==> src/rtl/multdiv_writeback_arbiter_if.sv <==
// Bundle between the multdiv stage, the main pipeline writeback and the register-file write port.
// Handshake: the pipeline holds pipe_we/pipe_rd/pipe_data stable until it sees pipe_ack=1 in the
// same cycle; md_result_rdy is a single-cycle valid pulse with no back-pressure.
interface multdiv_writeback_arbiter_if;
  logic [31:0] md_result;
  logic        md_result_rdy;
  logic        md_mult_overflow;
  logic        md_div_error;
  logic [31:0] md_instruction;
  logic        pipe_we;
  logic [4:0]  pipe_rd;
  logic [31:0] pipe_data;
  logic        pipe_ack;
  logic        ctrl_writeEnable;
  logic [4:0]  ctrl_writeReg;
  logic [31:0] data_writeReg;
  logic        stall_req;
  logic [31:0] pending_mask;
  logic        overflow_err;

  modport master (
    output md_result, md_result_rdy, md_mult_overflow, md_div_error, md_instruction,
    output pipe_we, pipe_rd, pipe_data,
    input  pipe_ack, ctrl_writeEnable, ctrl_writeReg, data_writeReg,
    input  stall_req, pending_mask, overflow_err
  );

  modport slave (
    input  md_result, md_result_rdy, md_mult_overflow, md_div_error, md_instruction,
    input  pipe_we, pipe_rd, pipe_data,
    output pipe_ack, ctrl_writeEnable, ctrl_writeReg, data_writeReg,
    output stall_req, pending_mask, overflow_err
  );
endinterface

==> src/rtl/multdiv_writeback_arbiter.sv <==
// Merges multdiv results onto the single register-file write port, queueing them behind the
// main pipeline and forcing a stall when a queued result starves or the queue fills.
module multdiv_writeback_arbiter #(
  parameter int DEPTH        = 2,
  parameter int STARVE_LIMIT = 4
) (
  input logic                         clock,
  input logic                         reset,
  multdiv_writeback_arbiter_if.slave  bus
);
  localparam int PW = (DEPTH > 1) ? $clog2(DEPTH) : 1;
  localparam int CW = $clog2(DEPTH + 1);

  logic [4:0]       slot_rd   [DEPTH];
  logic [31:0]      slot_data [DEPTH];
  logic [DEPTH-1:0] slot_valid;
  logic [PW-1:0]    rd_ptr, wr_ptr;
  logic [CW-1:0]    count;
  logic [3:0]       age;
  logic             overflow_q;

  logic [4:0]  inc_rd;
  logic [31:0] inc_data;
  logic        inc_valid, non_empty, full, stall;
  logic        fifo_grant, bypass, push, push_ok, drop, pop;

  function automatic logic [PW-1:0] ptr_inc(input logic [PW-1:0] p);
    return (p == PW'(DEPTH - 1)) ? '0 : p + 1'b1;
  endfunction

  // Exceptions redirect to the status register; the divide code wins when both flags are set.
  always_comb begin
    inc_rd   = bus.md_instruction[26:22];
    inc_data = bus.md_result;
    if (bus.md_div_error) begin
      inc_rd   = 5'd30;
      inc_data = 32'd5;
    end else if (bus.md_mult_overflow) begin
      inc_rd   = 5'd30;
      inc_data = 32'd4;
    end
  end

  assign inc_valid  = bus.md_result_rdy && (inc_rd != 5'd0);
  assign non_empty  = (count != '0);
  assign full       = (count == CW'(DEPTH));
  assign stall      = full || (non_empty && (age >= 4'(STARVE_LIMIT)));
  assign fifo_grant = non_empty && (stall || !bus.pipe_we);
  assign bypass     = reset && !bus.pipe_we && !non_empty && inc_valid;
  assign push       = inc_valid && !bypass;
  assign pop        = fifo_grant;
  assign push_ok    = push && (!full || pop);
  assign drop       = push && full && !pop;

  assign bus.stall_req    = stall;
  assign bus.pipe_ack     = reset && bus.pipe_we && !stall;
  assign bus.overflow_err = overflow_q;

  // A pipeline write to r0 still consumes the port but drives no enable.
  always_comb begin
    bus.ctrl_writeEnable = 1'b0;
    bus.ctrl_writeReg    = 5'd0;
    bus.data_writeReg    = 32'd0;
    if (fifo_grant) begin
      bus.ctrl_writeEnable = 1'b1;
      bus.ctrl_writeReg    = slot_rd[rd_ptr];
      bus.data_writeReg    = slot_data[rd_ptr];
    end else if (bus.pipe_ack) begin
      if (bus.pipe_rd != 5'd0) begin
        bus.ctrl_writeEnable = 1'b1;
        bus.ctrl_writeReg    = bus.pipe_rd;
        bus.data_writeReg    = bus.pipe_data;
      end
    end else if (bypass) begin
      bus.ctrl_writeEnable = 1'b1;
      bus.ctrl_writeReg    = inc_rd;
      bus.data_writeReg    = inc_data;
    end
  end

  always_comb begin
    bus.pending_mask = 32'd0;
    for (int i = 0; i < DEPTH; i++) begin
      if (slot_valid[i]) bus.pending_mask[slot_rd[i]] = 1'b1;
    end
  end

  always_ff @(posedge clock or negedge reset) begin
    if (!reset) begin
      rd_ptr     <= '0;
      wr_ptr     <= '0;
      count      <= '0;
      age        <= '0;
      overflow_q <= 1'b0;
      slot_valid <= '0;
      for (int i = 0; i < DEPTH; i++) begin
        slot_rd[i]   <= 5'd0;
        slot_data[i] <= 32'd0;
      end
    end else begin
      if (pop) begin
        slot_valid[rd_ptr] <= 1'b0;
        rd_ptr             <= ptr_inc(rd_ptr);
      end
      // When full, push and pop share a slot; the push assignment comes last and wins.
      if (push_ok) begin
        slot_rd[wr_ptr]    <= inc_rd;
        slot_data[wr_ptr]  <= inc_data;
        slot_valid[wr_ptr] <= 1'b1;
        wr_ptr             <= ptr_inc(wr_ptr);
      end
      if (push_ok && !pop)      count <= count + 1'b1;
      else if (!push_ok && pop) count <= count - 1'b1;
      if (pop)                                            age <= '0;
      else if (non_empty && (age < 4'(STARVE_LIMIT)))     age <= age + 1'b1;
      if (drop) overflow_q <= 1'b1;
    end
  end
endmodule

==> src/flat_wrapper.sv <==
// flat-port wrapper written by rule: the top's interface ports become plain ports
module multdiv_writeback_arbiter_flat 
#(
  parameter int DEPTH        = 2,
  parameter int STARVE_LIMIT = 4
)
  (clock, reset, bus_md_result, bus_md_result_rdy, bus_md_mult_overflow, bus_md_div_error, bus_md_instruction, bus_pipe_we, bus_pipe_rd, bus_pipe_data, bus_pipe_ack, bus_ctrl_writeEnable, bus_ctrl_writeReg, bus_data_writeReg, bus_stall_req, bus_pending_mask, bus_overflow_err);
  multdiv_writeback_arbiter_if bus_i ();
  input logic clock;
  input logic reset;
  input wire logic [$bits(bus_i.md_result)-1:0] bus_md_result;
  input wire logic [$bits(bus_i.md_result_rdy)-1:0] bus_md_result_rdy;
  input wire logic [$bits(bus_i.md_mult_overflow)-1:0] bus_md_mult_overflow;
  input wire logic [$bits(bus_i.md_div_error)-1:0] bus_md_div_error;
  input wire logic [$bits(bus_i.md_instruction)-1:0] bus_md_instruction;
  input wire logic [$bits(bus_i.pipe_we)-1:0] bus_pipe_we;
  input wire logic [$bits(bus_i.pipe_rd)-1:0] bus_pipe_rd;
  input wire logic [$bits(bus_i.pipe_data)-1:0] bus_pipe_data;
  output wire logic [$bits(bus_i.pipe_ack)-1:0] bus_pipe_ack;
  output wire logic [$bits(bus_i.ctrl_writeEnable)-1:0] bus_ctrl_writeEnable;
  output wire logic [$bits(bus_i.ctrl_writeReg)-1:0] bus_ctrl_writeReg;
  output wire logic [$bits(bus_i.data_writeReg)-1:0] bus_data_writeReg;
  output wire logic [$bits(bus_i.stall_req)-1:0] bus_stall_req;
  output wire logic [$bits(bus_i.pending_mask)-1:0] bus_pending_mask;
  output wire logic [$bits(bus_i.overflow_err)-1:0] bus_overflow_err;
  assign bus_i.md_result = bus_md_result;
  assign bus_i.md_result_rdy = bus_md_result_rdy;
  assign bus_i.md_mult_overflow = bus_md_mult_overflow;
  assign bus_i.md_div_error = bus_md_div_error;
  assign bus_i.md_instruction = bus_md_instruction;
  assign bus_i.pipe_we = bus_pipe_we;
  assign bus_i.pipe_rd = bus_pipe_rd;
  assign bus_i.pipe_data = bus_pipe_data;
  assign bus_pipe_ack = bus_i.pipe_ack;
  assign bus_ctrl_writeEnable = bus_i.ctrl_writeEnable;
  assign bus_ctrl_writeReg = bus_i.ctrl_writeReg;
  assign bus_data_writeReg = bus_i.data_writeReg;
  assign bus_stall_req = bus_i.stall_req;
  assign bus_pending_mask = bus_i.pending_mask;
  assign bus_overflow_err = bus_i.overflow_err;
  multdiv_writeback_arbiter #(.DEPTH(DEPTH), .STARVE_LIMIT(STARVE_LIMIT)) u_core (.clock(clock), .reset(reset), .bus(bus_i));
endmodule
==> config.mk <==
export PLATFORM = sky130hd
export DESIGN_NAME = multdiv_writeback_arbiter_flat
export DESIGN_NICKNAME = d
export VERILOG_FILES = /design/src/rtl/multdiv_writeback_arbiter_if.sv /design/src/rtl/multdiv_writeback_arbiter.sv /design/src/flat_wrapper.sv
export SDC_FILE = /design/constraint.sdc
export NUM_CORES = 1
export LEC_CHECK = 0
export CAP_MARGIN = 25
export CORE_ASPECT_RATIO = 1.1
export CORE_MARGIN = 5
export CORE_UTILIZATION = 41
export DETAILED_ROUTE_END_ITERATION = 10
export MAX_ROUTING_LAYER = met4
export PLACE_DENSITY = 0.77
export SYNTH_ARGS = -nofsm -noshare
export SYNTH_HDL_FRONTEND = slang
export SYNTH_SLANG_ARGS = --single-unit
==> constraint.sdc <==
create_clock -name clock -period 3 [get_ports clock]
set_input_delay 0.9 -clock clock [delete_from_list [all_inputs] [get_ports clock]]
set_output_delay 0.9 -clock clock [all_outputs]
set_load 0.01 [all_outputs]
# Word level (Yosys, flattened, before mapping)
# Index checks and enable logic that the tools add are counted.
[totals]
ff_bits = 85
out_inout_bits = 73
inputBits = 107
wordCells = 116
[classes]
eq_ne = 1
n_lt_le_gt_ge = 13
bitwise_logic = 6
mux = 46
add_sub_neg = 5
n_reduce_logical = 35
[ops]
columns = ["operator", "n"]
rows = [
  ["$mux 32", 12],
  ["$bwmux 64", 1],
  ["$mux 5", 10],
  ["$demux 32 s1", 1],
  ["$or 32x32->32", 1],
  ["$logic_and 1x1->1", 20],
  ["$lt 5x6->1 const B", 2],
  ["$bwmux 10", 1],
  ["$demux 1 s5", 2],
  ["$ge 5x1->1 const B", 2],
  ["$mux 1", 10],
  ["$reduce_bool 5->1", 2],
  ["$mux 2", 4],
  ["$mux 4", 2],
  ["$logic_not 1->1", 7],
  ["$reduce_bool 2->1", 3],
  ["$demux 5 s1", 1],
  ["$add 4x1->4 const B", 1],
  ["$ge 2x2->1 const B", 2],
  ["$ge 4x3->1 const B", 1],
  ["$lt 1x2->1 const B", 2],
  ["$lt 4x3->1 const B", 1],
  ["$not 1->2", 2],
  ["$logic_or 1x1->1", 3],
  ["10 further kinds", 13],
]

# Logic depth before layout (Yosys ltp)
[depth]
word_depth = 12
mapped_depth = 9
depth_no_buf = 7

# Worst setup path before layout
# No wires, ideal clock.
[synth_timing]
path_kind = "input port to output port"
startpoint = "input port bus_md_instruction[25]"
endpoint = "output port bus_data_writeReg[21]"
path_buffers = 2
path_slack_ps = -92
required_time_ps = 2100
stages = 6
arrival_ps = 2192
path_cell_list = "or4_4 buf_6 o211ai_2 buf_2 o22ai_1 a21o_1"
[synth_via]
elab_chain_cells = 8
[synth_lines]
columns = ["element", "line", "text"]
rows = [
  ["start, declared", "flat_wrapper.sv:15", "input wire logic [$bits(bus_i.md_instruction)-1:0] bus_md_instruction;"],
  ["$mux 5", "multdiv_writeback_arbiter.sv:38", "end else if (bus.md_mult_overflow) begin"],
  ["$mux 5", "multdiv_writeback_arbiter.sv:35", "if (bus.md_div_error) begin"],
  ["$reduce_bool 5->1", "multdiv_writeback_arbiter.sv:44", "assign inc_valid = bus.md_result_rdy && (inc_rd != 5'd0);"],
  ["$logic_and 1x1->1", "multdiv_writeback_arbiter.sv:44", ""],
  ["$logic_and 1x1->1", "multdiv_writeback_arbiter.sv:49", "assign bypass = reset && !bus.pipe_we && !non_empty && inc_valid;"],
  ["$mux 32", "multdiv_writeback_arbiter.sv:74", "end else if (bypass) begin"],
  ["$mux 32", "multdiv_writeback_arbiter.sv:68", "end else if (bus.pipe_ack) begin"],
  ["$mux 32", "multdiv_writeback_arbiter.sv:64", "if (fifo_grant) begin"],
  ["end, declared", "flat_wrapper.sv:22", "output wire logic [$bits(bus_i.data_writeReg)-1:0] bus_data_writeReg;"],
]
# No other way between the ends.

# Worst setup path after layout
[layout_timing]
startpoint = "input port bus_md_instruction[25]"
endpoint = "output port bus_data_writeReg[20]"
# Same word-level chain as after synthesis.

==> metrics.txt <==
hold path cells 0; HP Start u_core.bus.overflow_err$_DFFE_PN0P_; Finished Layout Cells 914; Cell variety after synth 46; H-tree Lvls 3; Antenna Nets Post-Route 0; n_diodes 0; worst slew pin tran 0.703 ns; Critical Path, Cell by Cell buf_6 -> or4_4 -> o211ai_4 -> buf_6 -> buf_6 -> buf_6 -> o22ai_1 -> a21o_1 -> buf_2; Starting Density 0.416; violated checks setup timing; worst min-delay path class reg2reg; Setup CP Type in2out; die span in y 125 um; fin crit period 3.47 ns; clock skew 0.0113 ns; worst vdd ir 479 uV; DR vias 5061; vias in the first global route 5457; Worst R2R End u_core.slot_data[0]$_DFFE_PN0P_; pre-CTS setup slack -1.13 ns; ys flop type dfrtp_1; first-pass GRT wire length 26.4 mm; Max Clk Rate 0.288 GHz; setup ws final -0.475 ns; synthesized area 4960 um2; post-layout util 0.652; GP Congestion 0.859; clock sink total 85; buffer levels on the longest clock path 2; CTS clk-pin slew, worst paths 0.06 ns; Final #Nets 864; mean post-synth cell area 9.17 um2; largest net degree at the start of global routing 57; Static Leak 3.66 nW; RSZ-0062 raised after global routing true; placed insts 870; Async SR Flop Fraction 1.00; FF+latch area 2130 um2; grt ovf 0; share of layout cells above drive strength 1 0.318; R2R Setup Slk 0.97 ns; hold bufs inserted after CTS 0; crit end category output pin; slew margin rel. 0.531; outcome finished with violations; die extent in x 115 um; most used cell, CP buf_6; router iterations before antenna repair 8; Setup TNS Final -12.78 ns; cells after synthesis 541; Final Hold Vio Count 0; number of flops mapped to enable cells by yosys 0; Max-Cap Viols 0; Pwr per Cell Area 817 nW/um2; Worst setup SP type input pin; crit path DAT 2.57 ns; syn nets 650; via/cell ratio 5.54; hpwl dp 10.6 mm; die area 14400 um2; crit-path max FO 4; WL per Instance 17.9 um; count of pins over their slew limit 0; IO buf count 152; Tcrit/Tclk final 1.16; max incr delay on CP 0.56 ns; CTS root buf clkbuf_16; r2r startpoint u_core.count[0]$_DFFE_PN0P_; I/O pin cnt 180; Worst R2R Path Depth 7; initial antenna violation count 0; #FFs+latches synth 85; Seq/Total Area, Yosys 0.429; area of the multi-input gates 2810 um2; Clk Latency, worst-skew pair 0.34 ns; CTS tree done; DR iter-0 viols 423; Req. time, crit path 2.10 ns; total clock buffers created by CTS 9; core area 11900 um2; # setup viols final 33; synthesis-to-layout area growth 56.8%; number of cell rows 42; buffer and inverter count on the worst path 5; Fin Hold WS 0.376 ns; DRC viols 0; gr usage total 0.233; slowest stage cell, crit path or4_4; synthesis warning total 0; Hold Path End u_core.bus.overflow_err$_DFFE_PN0P_; fillcell total 881; Top delay family on crit path buffers and inverters; Routed WL 16.3 mm
==> placed cells by master (no fill, tap or decap), drive strengths merged, types with 2 or more instances in the layout <==
cell type      instances
xnor2                  3
or3b                   3
xor2                   2
clkbuf                11
o221ai                 4
ha                     2
o21ai                 80
nor2                  20
nand3                  5
and2                   2
dlygate4sd2            7
inv                    5
clkdlybuf4s50         93
or3                    3
clkinv                 2
mux2i                 37
o2111ai                2
dfrtp                 85
buf                  144
or2                    2
o22ai                 63
nand3b                10
nand2                122
a21o                  31
dlymetal6s2s           4
or4                    2
==> registers in the layout (all words and copies together), names as in the netlist <==
signal	cells
u_core.slot_valid	2
u_core.slot_rd	10
u_core.bus.overflow_err	1
u_core.wr_ptr	1
u_core.count	2
u_core.slot_data	64
u_core.age	4
u_core.rd_ptr	1
==> kinds of logic after synthesis <==
family | share of synthesized area
compound gates | 0.255
xor+xnor | 0.00883
fa+ha+maj | 0.00504
buf+inv | 0.0711
flops | 0.429
mux | 0.0747
simple gates | 0.157
==> how the worst max path moves through the flow <==
stage / cells past startpoint / from / slack [ns] / to
after floorplan: 6 / bus_md_instruction[25] / -0.07 / bus_data_writeReg[21]
after global placement: 7 / bus_md_instruction[25] / -1.04 / bus_data_writeReg[26]
after detailed placement: 7 / bus_md_instruction[25] / -1.13 / bus_data_writeReg[19]
after CTS: 9 / bus_md_instruction[24] / -0.44 / bus_data_writeReg[27]
after global routing: 9 / bus_md_instruction[25] / -0.49 / bus_data_writeReg[27]
final: 9 / bus_md_instruction[25] / -0.47 / bus_data_writeReg[20]
==> metal layers <==
layer / up-vias / wire length (um) / global-route usage
met3: 49 / 970 / 0.0358
li1: 2382 / - / -
met1: 2422 / 6380 / 0.266
met4: 0 / 553 / 0.114
met5: - / 0 / -
met2: 208 / 8420 / 0.394
==> where the power goes <==
part | internal [mW] | leakage [nW] | total, mW | switching, mW
logic | 1.60 | 2.40 | 3.33 | 1.73
clock network | 0.654 | 0.145 | 1.12 | 0.466
registers | 1.53 | 1.11 | 1.90 | 0.369
==> area by class of cell <==
cell class	instances	area share
Clock buffer	10	0.0294
Clock inverter	6	0.00917
Inverter	3	0.00145
Multi-Input combinational cell	407	0.361
Sequential cell	85	0.274
Tap cell	154	0.0248
Timing Repair Buffer	249	0.300
==> metrics by stage <==
step	total power, mW	cell area (um2)
6_report	6.35	7780
3_3_place_gp	4.89	6960
3_5_place_dp	5.01	6960
4_1_cts	6.21	7620
2_1_floorplan	3.78	4970
5_1_grt	6.77	7780
==> synthesized netlist by cell type (2+ instances only) <==
cell       count  share of area
a21o_1        31          0.047
and2_1         2         0.0025
buf_12         5          0.020
buf_2         10          0.010
buf_4          4         0.0061
buf_6          6          0.014
clkbuf_1      16          0.012
clkbuf_2       3         0.0030
dfrtp_1       85           0.43
ha_1           2         0.0050
inv_1          3         0.0023
mux2i_1       37          0.075
nand2_1      118          0.089
nand2_2        4         0.0050
nand3_1        5         0.0050
nand3b_1      10          0.015
nor2_1        20          0.015
o2111ai_4      2          0.011
o21ai_0       37          0.037
o21ai_1       22          0.022
o21ai_2       21          0.037
o221ai_1       4         0.0071
o22ai_1       63          0.079
or2_2          2         0.0025
or3_1          3         0.0038
or3b_2         3         0.0053
xnor2_1        3         0.0053
xor2_1         2         0.0035
==> timing repair <==
action | CTS | global route
pin swaps | 28 | 17
resized for setup | 263 | 38
gates cloned | 5 | 0
setup buffers | 21 | 5
setup endpoints to repair | 50 | 47
Power figures use the tool's default switching activity.
